===== config.mk =====
export PLATFORM = sky130hd
export DESIGN_NAME = glyph_encoder_flat
export DESIGN_NICKNAME = d
export VERILOG_FILES = /design/src/rtl/glyph_encoder_if.sv /design/src/rtl/glyph_encoder.sv /design/src/flat_wrapper.sv
export SDC_FILE = /design/constraint.sdc
export NUM_CORES = 1
export LEC_CHECK = 0
export ABC_CLOCK_PERIOD_IN_PS = 4200
export BUFFER_PORTS_ARGS = -buffer_cell sky130_fd_sc_hd__buf_2
export CORE_ASPECT_RATIO = 2
export CORE_MARGIN = 2
export CORE_UTILIZATION = 26
export DETAILED_ROUTE_END_ITERATION = 10
export PLACE_DENSITY = 0.55
export RECOVER_POWER = 100
export SYNTH_ARGS = -nofsm -noshare
export SYNTH_HDL_FRONTEND = slang
export SYNTH_SLANG_ARGS = --single-unit
export TNS_END_PERCENT = 20

===== constraint.sdc =====
create_clock -name clk -period 4.2 [get_ports clk]
set_clock_uncertainty 0.15 [all_clocks]
set_input_delay 0.63 -clock clk [delete_from_list [all_inputs] [get_ports clk]]
set_output_delay 0.63 -clock clk [all_outputs]
set_load 0.01 [all_outputs]

===== src/rtl/glyph_encoder_if.sv =====
// glyph_encoder_if: serial glyph input and decoded digit output handshakes.
// The master side feeds bits and consumes results; the slave side is the encoder.
interface glyph_encoder_if;
  logic       in_valid;
  logic       in_ready;
  logic       in_bit;
  logic       in_sof;
  logic       out_valid;
  logic       out_ready;
  logic [3:0] out_digit;
  logic       out_err;

  modport master (
    output in_valid, in_bit, in_sof, out_ready,
    input  in_ready, out_valid, out_digit, out_err
  );

  modport slave (
    input  in_valid, in_bit, in_sof, out_ready,
    output in_ready, out_valid, out_digit, out_err
  );
endinterface


===== src/rtl/glyph_encoder.sv =====
// glyph_encoder: recovers decimal digits from a serial stream of 13-bit
// a..m segment glyphs captured off the score display.
// Optional statistics counters (glyph_cnt, err_cnt) are built only when
// GLYPH_ENC_STATS_EN is defined; otherwise both outputs are tied to 0.
module glyph_encoder #(
  parameter bit MSB_FIRST = 1'b1
) (
  input  logic            clk,
  input  logic            rst_n,
  glyph_encoder_if.slave  bus,
  output logic [7:0]      glyph_cnt,
  output logic [7:0]      err_cnt
);

  logic [3:0]  cnt_q, cnt_d;
  logic [12:0] shreg_q, shreg_d;
  logic        out_valid_q, out_valid_d;
  logic [3:0]  out_digit_q, out_digit_d;
  logic        out_err_q, out_err_d;

  logic        accept;
  logic        complete;
  logic [3:0]  pos;
  logic [12:0] glyph_next;
  logic [3:0]  dec_digit;
  logic        dec_err;

  // Only the 13th bit has to wait for the held result to be taken.
  assign bus.in_ready = (cnt_q != 4'd12) || !out_valid_q || bus.out_ready;
  assign accept       = bus.in_valid && bus.in_ready;
  assign pos          = bus.in_sof ? 4'd0 : cnt_q;
  assign complete     = accept && (pos == 4'd12);

  assign bus.out_valid = out_valid_q;
  assign bus.out_digit = out_digit_q;
  assign bus.out_err   = out_err_q;

  // Shift the incoming bit in so the register always ends up as {a..m}.
  always_comb begin
    if (MSB_FIRST) begin
      glyph_next = {shreg_q[11:0], bus.in_bit};
    end else begin
      glyph_next = {bus.in_bit, shreg_q[12:1]};
    end
  end

  // Exact-match lookup of the completed glyph against the digit table.
  always_comb begin
    dec_err = 1'b0;
    case (glyph_next)
      13'b1111111111110: dec_digit = 4'd0;
      13'b1111100000000: dec_digit = 4'd1;
      13'b1110111110111: dec_digit = 4'd2;
      13'b1111111010111: dec_digit = 4'd3;
      13'b1111100011101: dec_digit = 4'd4;
      13'b1011111011111: dec_digit = 4'd5;
      13'b1011111111111: dec_digit = 4'd6;
      13'b1111100000110: dec_digit = 4'd7;
      13'b1111111111111: dec_digit = 4'd8;
      13'b1111100011111: dec_digit = 4'd9;
      default: begin
        dec_digit = 4'hF;
        dec_err   = 1'b1;
      end
    endcase
  end

  // Next-state: bit position, shift register and the held result.
  always_comb begin
    cnt_d       = cnt_q;
    shreg_d     = shreg_q;
    out_valid_d = out_valid_q;
    out_digit_d = out_digit_q;
    out_err_d   = out_err_q;
    if (out_valid_q && bus.out_ready) begin
      out_valid_d = 1'b0;
    end
    if (accept) begin
      shreg_d = glyph_next;
      cnt_d   = complete ? 4'd0 : pos + 4'd1;
    end
    if (complete) begin
      out_valid_d = 1'b1;
      out_digit_d = dec_digit;
      out_err_d   = dec_err;
    end
  end

  // Datapath and result registers.
  always_ff @(posedge clk or negedge rst_n) begin
    if (!rst_n) begin
      cnt_q       <= 4'd0;
      shreg_q     <= 13'd0;
      out_valid_q <= 1'b0;
      out_digit_q <= 4'd0;
      out_err_q   <= 1'b0;
    end else begin
      cnt_q       <= cnt_d;
      shreg_q     <= shreg_d;
      out_valid_q <= out_valid_d;
      out_digit_q <= out_digit_d;
      out_err_q   <= out_err_d;
    end
  end

`ifdef GLYPH_ENC_STATS_EN
  logic [7:0] glyph_cnt_q, glyph_cnt_d;
  logic [7:0] err_cnt_q, err_cnt_d;
  logic       trunc;
  logic       err_event;

  // A start-of-frame bit arriving mid-glyph throws away the partial glyph.
  assign trunc     = accept && bus.in_sof && (cnt_q != 4'd0);
  assign err_event = (complete && dec_err) || trunc;

  // Saturating counters; one error event per cycle at most.
  always_comb begin
    glyph_cnt_d = glyph_cnt_q;
    err_cnt_d   = err_cnt_q;
    if (complete && (glyph_cnt_q != 8'hFF)) begin
      glyph_cnt_d = glyph_cnt_q + 8'd1;
    end
    if (err_event && (err_cnt_q != 8'hFF)) begin
      err_cnt_d = err_cnt_q + 8'd1;
    end
  end

  // Statistics registers.
  always_ff @(posedge clk or negedge rst_n) begin
    if (!rst_n) begin
      glyph_cnt_q <= 8'd0;
      err_cnt_q   <= 8'd0;
    end else begin
      glyph_cnt_q <= glyph_cnt_d;
      err_cnt_q   <= err_cnt_d;
    end
  end

  assign glyph_cnt = glyph_cnt_q;
  assign err_cnt   = err_cnt_q;
`else
  assign glyph_cnt = 8'd0;
  assign err_cnt   = 8'd0;
`endif

endmodule


===== src/flat_wrapper.sv =====
// flat-port wrapper written by rule: the top's interface ports become plain ports
module glyph_encoder_flat 
#(
  parameter bit MSB_FIRST = 1'b1
)
  (clk, rst_n, glyph_cnt, err_cnt, bus_in_valid, bus_in_bit, bus_in_sof, bus_out_ready, bus_in_ready, bus_out_valid, bus_out_digit, bus_out_err);
  glyph_encoder_if bus_i ();
  input  logic clk;
  input  logic rst_n;
  output logic [7:0] glyph_cnt;
  output logic [7:0] err_cnt;
  input wire logic [$bits(bus_i.in_valid)-1:0] bus_in_valid;
  input wire logic [$bits(bus_i.in_bit)-1:0] bus_in_bit;
  input wire logic [$bits(bus_i.in_sof)-1:0] bus_in_sof;
  input wire logic [$bits(bus_i.out_ready)-1:0] bus_out_ready;
  output wire logic [$bits(bus_i.in_ready)-1:0] bus_in_ready;
  output wire logic [$bits(bus_i.out_valid)-1:0] bus_out_valid;
  output wire logic [$bits(bus_i.out_digit)-1:0] bus_out_digit;
  output wire logic [$bits(bus_i.out_err)-1:0] bus_out_err;
  assign bus_i.in_valid = bus_in_valid;
  assign bus_i.in_bit = bus_in_bit;
  assign bus_i.in_sof = bus_in_sof;
  assign bus_i.out_ready = bus_out_ready;
  assign bus_in_ready = bus_i.in_ready;
  assign bus_out_valid = bus_i.out_valid;
  assign bus_out_digit = bus_i.out_digit;
  assign bus_out_err = bus_i.out_err;
  glyph_encoder #(.MSB_FIRST(MSB_FIRST)) u_core (.clk(clk), .rst_n(rst_n), .bus(bus_i), .glyph_cnt(glyph_cnt), .err_cnt(err_cnt));
endmodule

Word-level counts from Yosys, hierarchy flattened

Index checks and enable logic that the tools add are counted.
Widths: inputs -> output; s select.

Flip-flop bits (word level): 22
Bits in latches: 0
Memory bits (writable): 0
ROM bits: 0
Output and inout bits: 23
Word-level logic and storage cells: 32
Memories kept: 0

Add/sub/neg operators: 1
Multipliers: 0
Divide/modulo/power cells: 0
$lt $le $gt $ge: 0
Equal/unequal tests: 12
Shift operators: 0
Mux-type cells: 6
Bitwise gates (word level): 0
Reduce and logical (&&, ||, !) cells: 8

Operator list:

| cell                 | number |
|---|---|
| $eq 13x13->1 const B | 10 |
| $pmux 4 s10          | 1 |
| $reduce_or 10->1     | 1 |
| $mux 4               | 2 |
| $add 4x1->4 const B  | 1 |
| $eq 4x4->1 const B   | 1 |
| $ne 4x4->1 const B   | 1 |
| $logic_and 1x1->1    | 3 |
| $mux 1               | 3 |
| $logic_or 1x1->1     | 2 |
| $reduce_bool 2->1    | 1 |
| $logic_not 1->1      | 1 |

Longest topological paths before layout

Depth after elaboration: 6
Gate-level depth with buffers: 6
Depth with buffers taken out: 6

Worst setup path before layout

OpenSTA, ideal clock, no wires.

Path type: input-to-reg
Start: input port bus_out_ready
End: register u_core.shreg_q[0]
Data arrival time: 1,835 ps
Data required time: 3,925 ps
Setup slack: 2,089 ps
Stages on the path: 4
Cell sequence: nand2b_1 > o41ai_4 > buf_6 > mux2_4

Word-level cells in the longest chain between the ends: 2

Ends and longest elaborated chain:

| what                 | RTL line            | source |
|---|---|---|
| from (decl)          | flat_wrapper.sv:15  | `input wire logic [$bits(bus_i.out_ready)-1:0] bus_out_ready;` |
| $logic_or 1x1->1     | glyph_encoder.sv:29 | `assign bus.in_ready = (cnt_q != 4'd12) \|\| !out_valid_q \|\| bus.out_ready;` |
| $logic_and 1x1->1    | glyph_encoder.sv:30 | `assign accept = bus.in_valid && bus.in_ready;` |
| to (signal assigned) | glyph_encoder.sv:99 | `shreg_q <= shreg_d;` |
| to (decl)            | glyph_encoder.sv:16 | `logic [12:0] shreg_q, shreg_d;` |

Every way passes these cells.
A chain may end at the register's enable or synchronous reset.

Worst setup path in the final report

Start: register u_core.cnt_q[2]
End: register u_core.out_err_q (netlist: u_core.bus.out_err)

Word-level cells in the longest chain between the ends: 5
Elaborated cells between the ends (all ways): 7
Those cells by class: eq/ne (2); mux (1); reduce/logical (4)

Ends and longest elaborated chain:

| what                          | RTL line             | source |
|---|---|---|
| from (decl)                   | glyph_encoder.sv:15  | `logic [3:0] cnt_q, cnt_d;` |
| from (signal assigned)        | glyph_encoder.sv:98  | `cnt_q <= cnt_d;` |
| $ne 4x4->1                    | glyph_encoder.sv:29  |  |
| $logic_or 1x1->1 (2 in a row) | glyph_encoder.sv:29  |  |
| $logic_and 1x1->1             | glyph_encoder.sv:30  |  |
| $logic_and 1x1->1 *           | glyph_encoder.sv:32  | `assign complete = accept && (pos == 4'd12);` |
| to (signal assigned)          | glyph_encoder.sv:102 | `out_err_q <= out_err_d;` |
| to (decl)                     | glyph_encoder.sv:19  | `logic out_err_q, out_err_d;` |

Every way passes the cells marked *; elsewhere a longest branch is shown, timed or not.

==> flow_summary.toml <==
[finish]
layout_common_cells = "dfrtp_1, conb_1, nand2_1, clkbuf_1"
layout_commonest_cell = "dfrtp_1"
finalNetCount = 157
drive_gt1_frac = 0.0946
antenna_cells = 0
area_delta_synth_final_pct = 3.25
postLayoutCoreUtil = 0.274
fin_area_sq_um = 1470
fill_cells = 591

[yosys]
synth_top_area_share = 0.387
yosys-top-cells-area = "dfrtp_1, buf_4, mux2_4"
synthFlopType = "dfrtp_1"
netlist_area_sq_um = 1420
yosysWarnings = 0
synth-edff-count = 0
ys_seq_elements = 22
synth.distinct_cells = 42
syn_inst = 140
ys_seq_area_frac = 0.387
syn_avg_cell_area_sq_um = 10.2
yosys.area.top_type = "dfrtp_1"
async_flop_share = 1.00

[place]
io_buffers = 12
hpwlAfterDp_mm = 2.21
place_congestion = 0.801
post_dp_cell_area_sq_um = 1450

[pwr]
peakVddDrop_mv = 0.190
p_leak_nw = 0.606
powerDensity_nw_per_um2 = 504

[clock_network]
clock_latency_ps = 260
holdBufCountCts = 0
postCtsResizedCells = 0
htree_levels = 1
cts_max_path_buffers = 2
cts_setup_buffers = 0
numCtsBuffers = 3
cts.sinks = 22
cts_root_buf = "clkbuf_8"
cts_tree = "built"
clkTransAtPathRegs_ps = 80

[floorplanning]
initial_core_util = 0.265
row_count = 38
core_sq_um = 5370
dieHeight_microns = 109
io_pins = 29
die_x_microns = 56.3
fp.dieArea_sq_um = 6120

[sta]
hold_viol = 0
rsz0062_at_grt = "no"
fin_crit_ps = 2740
clock.fmax_mhz = 365
tns_ps = 0
fin_crit_sh = 0.653
worstMarginPinSlew_ps = 1210
setup_viol = 0
timing.slew.headroom = 0.193
drv_slew = 0

[grt]
grt_pass1_wl_mm = 4.90
gr-total-overflow = 0
first_global_vias = 1077
grt_util_all_layers = 0.101
antenna_found_initial = 0
grt_max_degree = 23

[route]
drc = 0
avgRoutedWirePerCell_microns = 13.7
antenna_left = 0
vias = 1016
dr.pass1.iters = 3
totalWireLength_mm = 2.85
first_iter_violations = 26
routed_via_density = 4.88

[worst_setup_path]
crit_path_max_fanout = 18
path_class = "flip-flop to flip-flop"
crit_required_ps = 4150
cp_slowest_cell = "clkbuf_1"
start_kind = "flip-flop"
r2r_cells = 6
cp-end-kind = "flip-flop"
crit_arrival_ps = 2690
critPathMaxStageDelay_ps = 720
path_cells = "nand2_1 -> o41ai_4 -> clkbuf_1 -> nor2_1 -> o311ai_0 -> o21ai_0"

[status]
status = "complete, no violations"

[job]
drv_cap = 0

[min_path]
hold_path.class = "flip-flop to flip-flop"
holdPathStages = 2
## cells by family (layout without fill, tap and decap cells)
family	Yosys count	in the layout	share of synthesized area
adder cells (fa/ha/maj)	2	2	0.0176
multiplexers	13	13	0.118
XOR/XNOR	3	3	0.0185
buffers and inverters	27	20	0.127
AO/OA/AOI/OAI	18	18	0.101
AND/OR/NAND/NOR	54	54	0.229
flip-flops	22	22	0.387
other	1	16	0.00263
## stage by stage
| step | hold slack [ps] | instances | worst slack [ps] | power (mW) |
|---|---|---|---|---|
| floorplan | 184 | 155 | 2090 | 0.527 |
| global placement | 348 | 204 | 1830 | 0.569 |
| detailed placement | 350 | 204 | 1800 | 0.572 |
| CTS | 193 | 208 | 1860 | 0.770 |
| global route | 402 | 208 | 1190 | 0.793 |
| finish | 371 | 208 | 1460 | 0.741 |
## path summary, 6_finish.rpt
check                                              from                      end  slack, ps
worst max-delay path                    u_core.cnt_q[2]       u_core.bus.out_err       1460
worst min-delay path            u_core.bus.out_digit[3]  u_core.bus.out_digit[3]        370
worst max register to register          u_core.cnt_q[2]       u_core.bus.out_err       1460
worst min register to register  u_core.bus.out_digit[3]  u_core.bus.out_digit[3]        370
max in group asynchronous                         rst_n          u_core.cnt_q[2]       2740
min in group asynchronous                         rst_n       u_core.shreg_q[11]        440
## where the power goes
part	leakage [nW]	internal [mW]	switching, mW
Sequential	0.274	0.279	0.0980
Combinational	0.297	0.0832	0.0820
Clock	0.0357	0.127	0.0710
## worst max-delay path, delay by kind of cell (launching register included)
family / cells / cell delay [ps]
compound gates: 3 / 850
buf+inv: 1 / 720
flops: 1 / 440
simple gates: 2 / 420
## synthesized netlist by cell type, types with 2 or more instances
cell / n
buf_4: 18
and4b_1: 2
xor2_1: 2
nor3b_1: 5
or4_1: 2
o22ai_1: 2
buf_2: 3
a21oi_1: 2
o21ai_0: 6
mux2_4: 6
nor4_1: 3
nand2_1: 9
and3_1: 2
nor3_1: 6
nand4b_1: 2
nor2_1: 4
nand2b_1: 3
ha_1: 2
nand3_1: 5
clkbuf_1: 2
dfrtp_1: 22
inv_1: 3
mux2_2: 6
nand4_1: 5
## per-layer routing
layer	vias up	global-route usage	wire length, microns
li1	492	-	-
met1	494	0.0950	1030
met2	26	0.210	1680
met3	4	0.0142	92
met4	0	0.0408	48
met5	-	0	0
## sequential cells by signal, summed over array words and instances (netlist names)
signal                flops
u_core.bus.out_digit      4
u_core.bus.out_valid      1
u_core.bus.out_err        1
u_core.cnt_q              4
u_core.shreg_q           12
## cell type report
type | instances | area, sq um | area share
Clock buffer | 3 | 41.3 | 0.0281
Sequential cell | 22 | 551 | 0.374
Timing Repair Buffer | 13 | 52.6 | 0.0357
Multi-Input combinational cell | 106 | 709 | 0.483
Tap cell | 60 | 75.1 | 0.0511
Inverter | 3 | 11.3 | 0.00766
Clock inverter | 1 | 30.0 | 0.0204
Power figures use the tool's default switching activity.
